--- config.mk ---
export PLATFORM = sky130hd
export DESIGN_NAME = csa_word_sequencer
export DESIGN_NICKNAME = d
export VERILOG_FILES = /design/src/rtl/csa_word_sequencer.sv
export SDC_FILE = /design/constraint.sdc
export NUM_CORES = 1
export LEC_CHECK = 0
export ABC_AREA = 1
export ABC_CLOCK_PERIOD_IN_PS = 10150
export BUFFER_PORTS_ARGS = -buffer_cell sky130_fd_sc_hd__buf_2
export CORE_MARGIN = 8
export CORE_UTILIZATION = 55
export CTS_CLUSTER_SIZE = 12
export DETAILED_ROUTE_END_ITERATION = 10
export GPL_TIMING_DRIVEN = 0
export PLACE_DENSITY = 0.76
export SYNTH_ARGS = -nofsm -noshare
export SYNTH_HDL_FRONTEND = slang
export SYNTH_SLANG_ARGS = --single-unit
--- constraint.sdc ---
create_clock -name clk -period 10.15 [get_ports clk]
set_input_delay 1.5225 -clock clk [delete_from_list [all_inputs] [get_ports clk]]
set_output_delay 1.5225 -clock clk [all_outputs]
set_load 0.01 [all_outputs]
--- src/rtl/csa_word_sequencer.sv ---
// Multi-byte add/subtract sequencer: one 8-bit conditional-sum adder is reused
// byte by byte, least-significant first, with the carry chained through a register.

module conditional_sum_adder (
    input  logic [7:0] x,
    input  logic [7:0] y,
    input  logic       c0,
    output logic [7:0] s,
    output logic       cout
);
    // [block][carry-in] pre-computed 2-bit sums and carries
    logic [3:0][1:0][1:0] blk_s;
    logic [3:0][1:0]      blk_c;
    logic [1:0][1:0][3:0] nib_s;
    logic [1:0][1:0]      nib_c;

    always_comb begin
        blk_s = '0;
        blk_c = '0;
        for (int i = 0; i < 4; i++) begin
            for (int k = 0; k < 2; k++) begin
                {blk_c[i][k], blk_s[i][k]} = 3'(x[2*i +: 2]) + 3'(y[2*i +: 2]) + 3'(k);
            end
        end
    end

    // Merge 2-bit blocks into nibbles, each still for both carry-in values
    always_comb begin
        nib_s = '0;
        nib_c = '0;
        for (int j = 0; j < 2; j++) begin
            for (int k = 0; k < 2; k++) begin
                nib_s[j][k] = {blk_c[2*j][k] ? blk_s[2*j+1][1] : blk_s[2*j+1][0],
                               blk_s[2*j][k]};
                nib_c[j][k] = blk_c[2*j][k] ? blk_c[2*j+1][1] : blk_c[2*j+1][0];
            end
        end
    end

    always_comb begin
        s    = {nib_c[0][c0] ? nib_s[1][1] : nib_s[1][0], nib_s[0][c0]};
        cout = nib_c[0][c0] ? nib_c[1][1] : nib_c[1][0];
    end
endmodule

module csa_word_sequencer #(
    parameter int unsigned NBYTES = 4
) (
    input  logic                  clk,
    input  logic                  rst,
    input  logic                  start_valid,
    output logic                  start_ready,
    input  logic [8*NBYTES-1:0]   a,
    input  logic [8*NBYTES-1:0]   b,
    input  logic                  cin,
    input  logic                  sub,
    output logic                  done_valid,
    input  logic                  done_ready,
    output logic [8*NBYTES-1:0]   sum,
    output logic                  cout,
    output logic                  ovf,
    output logic                  busy
);
    localparam int unsigned W = 8 * NBYTES;

    typedef enum logic [1:0] {IDLE, RUN, DONE} state_t;

    state_t         state_q, state_d;
    logic [W-1:0]   opa_q, opa_d;
    logic [W-1:0]   opb_q, opb_d;
    logic           carry_q, carry_d;
    logic [2:0]     idx_q, idx_d;
    logic [W-1:0]   sum_q, sum_d;
    logic           cout_q, cout_d;
    logic           ovf_q, ovf_d;

    logic [7:0]     add_x, add_y, add_s;
    logic           add_cout;

    assign add_x = opa_q[{idx_q, 3'b000} +: 8];
    assign add_y = opb_q[{idx_q, 3'b000} +: 8];

    conditional_sum_adder u_csa (
        .x    (add_x),
        .y    (add_y),
        .c0   (carry_q),
        .s    (add_s),
        .cout (add_cout)
    );

    always_ff @(posedge clk or posedge rst) begin
        if (rst) begin
            state_q <= IDLE;
            opa_q   <= '0;
            opb_q   <= '0;
            carry_q <= 1'b0;
            idx_q   <= '0;
            sum_q   <= '0;
            cout_q  <= 1'b0;
            ovf_q   <= 1'b0;
        end else begin
            state_q <= state_d;
            opa_q   <= opa_d;
            opb_q   <= opb_d;
            carry_q <= carry_d;
            idx_q   <= idx_d;
            sum_q   <= sum_d;
            cout_q  <= cout_d;
            ovf_q   <= ovf_d;
        end
    end

    // Subtraction is folded into the accept: B is inverted and the carry forced to 1
    always_comb begin
        state_d = state_q;
        opa_d   = opa_q;
        opb_d   = opb_q;
        carry_d = carry_q;
        idx_d   = idx_q;
        sum_d   = sum_q;
        cout_d  = cout_q;
        ovf_d   = ovf_q;
        case (state_q)
            IDLE: begin
                if (start_valid) begin
                    opa_d   = a;
                    opb_d   = sub ? ~b : b;
                    carry_d = sub ? 1'b1 : cin;
                    idx_d   = '0;
                    sum_d   = '0;
                    state_d = RUN;
                end
            end
            RUN: begin
                sum_d[{idx_q, 3'b000} +: 8] = add_s;
                carry_d = add_cout;
                idx_d   = idx_q + 3'd1;
                if (idx_q == 3'(NBYTES - 1)) begin
                    cout_d  = add_cout;
                    ovf_d   = (opa_q[W-1] == opb_q[W-1]) && (add_s[7] != opa_q[W-1]);
                    state_d = DONE;
                end
            end
            DONE: begin
                if (done_ready) begin
                    state_d = IDLE;
                end
            end
            default: state_d = IDLE;
        endcase
    end

    always_comb begin
        start_ready = (state_q == IDLE);
        busy        = (state_q == RUN);
        done_valid  = (state_q == DONE);
        sum         = sum_q;
        cout        = cout_q;
        ovf         = ovf_q;
    end
endmodule
* Word level (Yosys, flattened, before mapping)
Index checks and enable logic that the tools add are counted.
Word-level totals: register bits after elaboration 104, input bits 70, logic and storage cells 66
Cells by class: $add $sub $neg 10, magnitude comparators 1, eq/ne operators 8, shift-type cells 4, muxes and demuxes 27, bitwise gates (word level) 1, reduce and logical (&&, ||, !) cells 7
Operator list (count):
- $mux 32 | 2
- $pmux 32 s2 | 1
- $shiftx 32x7->8 | 2
- $bwmux 32 | 1
- $not 32->32 | 1
- $shift 8x8->32 const A | 1
- $shiftx 8x8->32 | 1
- $add 3x1->3 const B | 5
- $mux 2 | 7
- $add 2x2->3 | 4
- $mux 4 | 3
- $mux 1 | 9
- $neg 6->8 | 1
- $pmux 2 s3 | 1
- $pmux 3 s2 | 1
- $reduce_and 2->1 | 3
- $ne 2x1->1 const B | 2
- $eq 3x2->1 const B | 1
- $mux 3 | 1
- $reduce_and 3->1 | 1
- $eq 2x1->1 const B | 1
- $eq 2x2->1 const B | 1
- $logic_not 2->1 | 1
- $lt 1x2->1 const B | 1
- 6 further kinds | 6

* Longest topological paths before layout
Gate-level depths: netlist (run 1).
word-level depth 10, mapped depth 19, gate-level depth less buffers 17

* Cells and area by module
A second synthesis (run 1) with hierarchy kept.
Second synthesis, totals: cell total of the unflattened synthesis 709, area total of the unflattened synthesis 5634.2 um^2
By module, submodules not included:
- csa_word_sequencer | instances 1, cells each 608, area an instance 5057.4 um^2
- conditional_sum_adder | instances 1, cells each 101, area an instance 576.8 um^2

* Worst setup path after synthesis (run 1)
No wires, ideal clock.
path kind register -> register, start point register idx_q[1], end point register ovf_q, in the netlist ovf, arrival 2.709 ns, slack 7.323 ns, stages on the path, launching flop included 18, period minus slack after synthesis 2.827 ns, cells stage by stage dfrtp_1 buf_4 inv_1 buf_2 nor2_1 o21ai_0 a21oi_1 ha_1 inv_1 fa_1 inv_1 ha_1 o21ai_0 inv_1 nand2_1 nand3_1 nand3b_1 nand2_1
On the way: cells in the longest elaborated chain, start to end 9, elaborated cells between the ends (all ways) 21, those cells by class add/sub (8); eq/ne (2); shift (2); mux (7); reduce/logical (2)
Ends and longest elaborated chain:
- from (decl) | RTL line 72 | logic [2:0] idx_q, idx_d;
- from (signal assigned) | RTL line 106 | idx_q <= idx_d;
- $shiftx 32x7->8 (on tied branches) | RTL line 80, 81
- $add 2x2->3 | RTL line 22 | {blk_c[i][k], blk_s[i][k]} = 3'(x[2*i +: 2]) + 3'(y[2*i +: 2]) + 3'(k);
- $add 3x1->3 | RTL line 22
- $mux 1 | RTL line 35 | nib_c[j][k] = blk_c[2*j][k] ? blk_c[2*j+1][1] : blk_c[2*j+1][0];
- $mux 1 (implied by the code) (2 in a row) | RTL line 41 | s = {nib_c[0][c0] ? nib_s[1][1] : nib_s[1][0], nib_s[0][c0]};
- $mux 4 | RTL line 41
- $ne 1x1->1 | RTL line 140 | ovf_d = (opa_q[W-1] == opb_q[W-1]) && (add_s[7] != opa_q[W-1]);
- $logic_and 1x1->1 | RTL line 140
- to (signal assigned) | RTL line 109 | ovf_q <= ovf_d;
- to (decl) | RTL line 75 | logic ovf_q, ovf_d;
Parallel ways exist; a longest one is shown, timed or not. The select of a mux whose other input is x is not followed. A chain may end at the register's enable or synchronous reset.

* Worst setup path after layout (run 1)
start point register idx_q[0], end point register sum_q[13], in the netlist sum[13]
On the way: cells in the longest elaborated chain, start to end 10, elaborated cells between the ends (all ways) 26, those cells by class add/sub (9); shift (4); mux (13)
Ends and longest elaborated chain:
- $shiftx 32x7->8 (on tied branches) | RTL line 80, 81
- $add 2x2->3 | RTL line 22
- $add 3x1->3 | RTL line 22
- $mux 1 | RTL line 35
- $mux 1 (implied by the code) (2 in a row) | RTL line 41
- $mux 4 | RTL line 41
- $shiftx 8x8->32 | RTL line 135 | sum_d[{idx_q, 3'b000} +: 8] = add_s;
- $bwmux 32 * | RTL line 135
- $pmux 32 s2 * | RTL line 123 | case (state_q)
- to (signal assigned) | RTL line 107 | sum_q <= sum_d;
- to (decl) | RTL line 73 | logic [W-1:0] sum_q, sum_d;
Mark *: on every way between the ends. The rest lies on a longest branch, timed or not. The select of a mux whose other input is x is not followed.

==> flow_metrics.py, run 1 <==
metrics = {
    "run_status": {
        "status": "completed",
    },
    "synth": {
        "synthCells": 666,
        "synth_seq_cells": 104,
        "synth.largest_area_cell": "dfrtp_1",
        "postSynth.asyncResetShare_pct": 100.0,
        "synth_top_area_share_pct": 47.70,
        "synth.yosys.seq_area_share_pct": 47.70,
        "synth_ff_type": "dfrtp_1",
        "synth_area_leaders": "dfrtp_1 48%, nand2_1 15%, o21ai_0 8.2%",
        "synth.most_common_cell": "nand2_1",
        "synth_edf_count": 0,
        "syn_nets": 755,
        "synth_common_cells": "215 x nand2_1, 104 x dfrtp_1, 89 x o21ai_0, 47 x nor2_1",
        "avgSynthCellArea_sq_um": 8.193,
        "yosysWarnings": 0,
        "syn_area_sq_um": 5456,
        "yosysUniqueCellTypes": 35,
    },
    "cells_and_area": {
        "nFillCells": 860,
        "n_antenna_cell": 0,
        "drive_above_1_share_pct": 20.94,
        "final_nets": 872,
        "flow.area_growth_from_synthesis_pct": 16.85,
        "fin_util_pct": 65.84,
    },
    "global_route": {
        "grt_pass1_vias": 4957,
        "grt_pass1_wl_um": 23360,
        "grt_max_degree": 54,
        "overflow": 0,
        "antenna_found_initial": 0,
        "gr-usage-all-layers_pct": 22.21,
    },
    "power_and_ir_drop": {
        "ir_drop_v": 0.0001772,
        "powerDensity_nw_per_um2": 379.4,
        "cellLeakagePower_nw": 3.331,
        "finalPower_mw": 2.419,
    },
    "drt": {
        "routed_via_density": 5.303,
        "final_antenna_net_count": 0,
        "wire_per_inst_um": 15.59,
        "drt_first_pass_iters": 5,
        "dr_total_vias": 4884,
        "first_iter_violations": 269,
        "route.detailed.drc": 0,
        "wl_um": 14360,
    },
    "sta": {
        "rsz0062_at_grt": "no",
        "finalMaxSlewViolations": 0,
        "hold_viol": 0,
        "finalCritPeriodShare_pct": 35.71,
        "max-slew-margin-rel_pct": 55.87,
        "setup_violations": 0,
        "fin_crit_ns": 3.625,
        "fin_setup_tns_ns": 0,
        "worstMarginPinSlew_ns": 0.6619,
        "fmax_mhz": 275.9,
        "fin_skew_ns": 0.01886,
    },
    "clocking": {
        "cts_setup_buffers": 0,
        "cts_resized": 0,
        "cts_made_buffers": 9,
        "cts_hold_buf": 0,
        "cts_buffer_depth": 2,
        "clock_sinks": 104,
        "h-tree-depth": 3,
        "path_clk_slew_ns": 0.09,
        "clkLatencyLatePin_ns": 0.39,
        "cts_tree": "yes",
        "cts-root-buf": "clkbuf_8",
    },
    "hold_path": {
        "hold_class": "reg2reg",
    },
    "floorplanning": {
        "die_h_um": 115.6,
        "io_pins": 107,
        "floorplan.die_area_sq_um": 13360,
        "start_util_pct": 56.34,
        "core-area_sq_um": 9684,
        "die_w_um": 115.6,
        "num_rows": 36,
    },
    "setup_path": {
        "crit_slowest_cell": "fa_1",
        "crit_type": "reg2reg",
        "cp.required_ns": 10.48,
        "path_cells": "buf_2 > clkbuf_1 > a21oi_1 > o21ai_0 > a21oi_1 > ha_1 > fa_1 > ha_1 > inv_1 > nand2_1 > nand2_1 > nand2_1 > nand3_2 > nand2_2 > nand2_1 > nand2_1 > nand4_1 > nand2_1",
        "crit_path_max_fanout": 10,
        "worst_setup_path_start_kind": "flip-flop",
        "max_stage_delay_ns": 0.51,
        "path_delay_family": "simple AND/OR/NAND/NOR gates",
        "arrival_ns": 3.95,
        "cpMostUsedCell": "nand2_1",
        "endpoint_kind": "flip-flop",
        "path_buf_inv": 3,
    },
    "placed_design": {
        "place_hpwl_um": 10900,
        "port_buffers": 105,
        "globalplace.congestion": 0.8777,
    },
    "run": {
        "maxCapViolations": 0,
    },
}
report_power, final:
| group | internal [mW] | switching [mW] |
|---|---|---|
| Sequential | 0.594 | 0.0964 |
| Combinational | 0.493 | 0.971 |
| Clock | 0.120 | 0.144 |
through the flow:
stage / instances / setup slack, ns / hold WS (ns) / area (sq um)
after CTS: 921 / 6.572 / 0.4843 / 6376
after global placement: 904 / 4.855 / 0.4592 / 6148
after floorplan: 666 / 5.895 / 0.4436 / 5456
after global routing: 921 / 6.218 / 0.5008 / 6376
after detailed placement: 905 / 6.603 / 0.4605 / 6178
final: 921 / 6.525 / 0.4797 / 6376
cells by family after synthesis:
group / share of synthesized area [%]
xor gates and xnor gates: 5.778
muxes: 0.2064
adders and majority gates: 4.907
buffers and inverters: 6.054
AOI/OAI and AO/OA: 11.74
DFF: 47.70
and+or+nand+nor: 23.62
cell type report:
type                    instances  area [sq um]  area share (%)
clock inverters                 5         56.30          0.8830
repair buffers                106         553.0           8.673
flip-flops and latches        104          2603           40.82
clock buffers                  11         141.4           2.217
multi-input cells             487          2524           39.58
inverters                      41         163.9           2.571
well taps                     133         166.4           2.610
plain buffers                  34         168.9           2.649
flip-flops by register name, indices dropped and copies added, names as in the netlist:
name     flops
opb_q       32
cout         1
state_q      2
idx_q        3
carry_q      1
sum         32
ovf          1
opa_q       32
layout by cell type, fill, tap and decap left out, types with 2 or more instances in the layout:
master	instances
a21oi_1	24
a22o_1	2
buf_2	123
buf_4	3
clkbuf_1	13
clkbuf_8	10
clkinv_2	2
dfrtp_1	104
fa_1	4
ha_1	15
inv_1	34
inv_2	4
inv_4	2
nand2_1	215
nand2_2	3
nand3_1	19
nand3b_1	2
nand4_1	13
nor2_1	47
nor2_4	3
nor3_4	2
o21ai_0	89
o22ai_1	2
or2_2	2
xnor2_1	35
worst min-delay path: cells and delay by family, from the launching register on:
family / cells / cell delay (ns)
DFF: 1 / 0.35
and+or+nand+nor: 2 / 0.11
layer usage:
layer | global-route usage (%) | up-vias | routed length, um
met5 | 0 | - | 0
met4 | 8.494 | 0 | 327
met3 | 4.638 | 25 | 816
met2 | 36.90 | 161 | 7008
met1 | 27.82 | 2323 | 6206
li1 | - | 2375 | -
path summary, 6_finish.rpt:
check | slack, ns | cells past startpoint | end | start
worst min-delay path | 0.48 | 2 | sum[5] | sum[5]
worst min register to register | 0.48 | 2 | sum[5] | sum[5]
worst max-delay path | 6.53 | 18 | sum[13] | idx_q[0]
min in group asynchronous | 1.23 | 2 | opa_q[11] | rst
worst max register to register | 6.53 | 18 | sum[13] | idx_q[0]
max in group asynchronous | 8.23 | 3 | opb_q[28] | rst
Note: power is estimated with default switching activity, not from simulation.
==> inputs of run 2 (changes only) <==
--- a/config.mk
+++ b/config.mk
@@ -6,7 +6,7 @@
 export NUM_CORES = 1
 export LEC_CHECK = 0
 export ABC_AREA = 1
-export ABC_CLOCK_PERIOD_IN_PS = 10150
+export ABC_CLOCK_PERIOD_IN_PS = 3690
 export BUFFER_PORTS_ARGS = -buffer_cell sky130_fd_sc_hd__buf_2
 export CORE_MARGIN = 8
 export CORE_UTILIZATION = 55
==> constraint.sdc (replaced) <==
create_clock -name clk -period 3.69 [get_ports clk]
set_input_delay 0.5535 -clock clk [delete_from_list [all_inputs] [get_ports clk]]
set_output_delay 0.5535 -clock clk [all_outputs]
set_load 0.01 [all_outputs]
==> run 2 against run 1 <==
  * Register-to-register slack got worse by 6.3 ns
  * Maximum frequency rose by 3.4%
  * Combinational power increased to 2.8 times the previous value
  * Sequential share of layout area down 0.14 points
  * Clock power increased to 2.8 times the previous value
==> flow_metrics.py, run 2 (same netlist as run 1, synthesis figures left out) <==
metrics = {
    "cells_and_area": {
        "final_cell_mix": "215 x nand2_1, 121 x buf_2, 104 x dfrtp_1",
        "drive_above_1_share_pct": 21.83,
        "seqCellArea_sq_um": 2603,
        "fin_util_pct": 66.07,
        "n_antenna_cell": 0,
        "final_common_cell": "nand2_1",
        "nFillCells": 862,
        "flow.area_growth_from_synthesis_pct": 17.27,
        "final_nets": 872,
        "multi_input_area_sq_um": 2535,
    },
    "drt": {
        "drt_first_pass_iters": 5,
        "routed_via_density": 5.351,
        "wl_um": 14380,
        "dr_total_vias": 4928,
        "final_antenna_net_count": 0,
        "route.detailed.drc": 0,
        "wire_per_inst_um": 15.62,
        "first_iter_violations": 285,
    },
    "sta": {
        "layout_setup_ws_ns": 0.1851,
        "holdWs_ns": 0.2562,
        "max-slew-margin-rel_pct": 56.46,
        "finalMaxSlewViolations": 0,
        "fin_crit_ns": 3.505,
        "worstMarginPinSlew_ns": 0.6531,
        "fin_setup_tns_ns": 0,
        "finalCritPeriodShare_pct": 94.98,
        "hold_viol": 0,
        "setup_violations": 0,
        "fmax_mhz": 285.3,
        "fin_skew_ns": 0.01696,
    },
    "setup_path": {
        "worst_setup_path_start_kind": "flip-flop",
        "reg2regPathDepth": 18,
        "crit_type": "reg2reg",
        "cp.required_ns": 4.02,
        "r2r_slack_ns": 0.19,
        "crit_path_max_fanout": 10,
        "endpoint_kind": "flip-flop",
        "arrival_ns": 3.83,
    },
    "floorplanning": {
        "io_pins": 107,
        "die_h_um": 115.6,
        "core-area_sq_um": 9684,
        "start_util_pct": 56.34,
        "num_rows": 36,
        "floorplan.die_area_sq_um": 13360,
        "die_w_um": 115.6,
    },
    "power_and_ir_drop": {
        "p_sw_mw": 3.357,
        "powerDensity_nw_per_um2": 1048,
        "p_sw_share_pct": 50.08,
        "cellLeakagePower_nw": 3.349,
        "pwr-share-clk_pct": 10.9,
        "p_int_mw": 3.347,
        "seq_power_share_pct": 28.3,
        "finalPower_mw": 6.704,
        "ir_drop_v": 0.0004811,
        "combPwrFrac_pct": 60.8,
    },
    "clocking": {
        "cts_made_buffers": 9,
        "h-tree-depth": 3,
        "cts_tree": "yes",
        "clock_sinks": 104,
        "path_clk_slew_ns": 0.10,
        "cts-root-buf": "clkbuf_8",
        "cts_hold_buf": 0,
        "clkLatencyLatePin_ns": 0.39,
        "cts_buffer_depth": 2,
    },
    "placed_design": {
        "place_hpwl_um": 10900,
        "post-place-ws_ns": 0.1434,
        "port_buffers": 105,
        "globalplace.congestion": 0.8777,
    },
    "global_route": {
        "gr-usage-all-layers_pct": 22.21,
        "grt_pass1_wl_um": 23360,
        "grt_max_degree": 54,
        "antenna_found_initial": 0,
        "overflow": 0,
        "grt_pass1_vias": 4957,
    },
    "run": {
        "maxCapViolations": 0,
    },
    "run_status": {
        "status": "completed",
    },
    "hold_path": {
        "hold_class": "in2async",
    },
}
## run 2: repair_timing
action                                  4_1_cts  5_1_grt
buffers inserted                              0        0
resized for setup                             0       14
endpoints found under the setup margin        0       25
## run 2: path summary, 6_finish.rpt
path | startpoint | end
max | idx_q[0] | sum[13]
min | rst | opa_q[16]
max reg2reg | idx_q[0] | sum[13]
min reg2reg | sum[5] | sum[5]
max in group asynchronous | rst | opb_q[23]
min in group clk | done_ready | state_q[1]
## run 2: power groups by stage
stage / combinational (mW) / clock [mW] / sequential (mW)
floorplan: 2.75 / 0 / 1.92
global placement: 3.80 / 0 / 1.90
detailed placement: 3.95 / 0 / 1.92
CTS: 3.98 / 0.731 / 1.89
global route: 4.53 / 0.784 / 1.95
finish: 4.08 / 0.729 / 1.90
## run 2: critical path, stage by stage, from the launching register on
cell and delay, ns:
dfrtp_1 0.43, clkbuf_4 0.26, inv_1 0.09, clkbuf_2 0.20, o21ai_0 0.32, a21oi_2 0.13, ha_1 0.24, fa_1 0.51
ha_1 0.19, inv_1 0.06, nand2_1 0.05, nand2_1 0.05, nand2_1 0.07, nand3_2 0.15, nand2_2 0.17, nand2_1 0.06
nand2_1 0.21, nand4_1 0.14, nand2_1 0.08
## run 2: stage by stage
stage                     cell area (sq um)  cells
after floorplan                        5456    666
after CTS                              6376    921
final                                  6399    921
after detailed placement               6178    905
after global placement                 6148    904
after global routing                   6399    921
## run 2: routing by layer
metal  share of wire, %  GRT usage, %  up-vias
met4                2.4         8.494        0
li1                   -             -     2376
met2                 49         36.90      167
met3                6.2         4.638       29
met5                  0             0        -
met1                 43         27.82     2356
## run 2: cell type report
type                    count  share of cell area [%]
repair buffers            106                   8.643
multi-input cells         487                   39.62
plain buffers              34                   2.816
clock buffers              11                   2.210
inverters                  41                   2.562
flip-flops and latches    104                   40.67
well taps                 133                   2.601
clock inverters             5                  0.8799
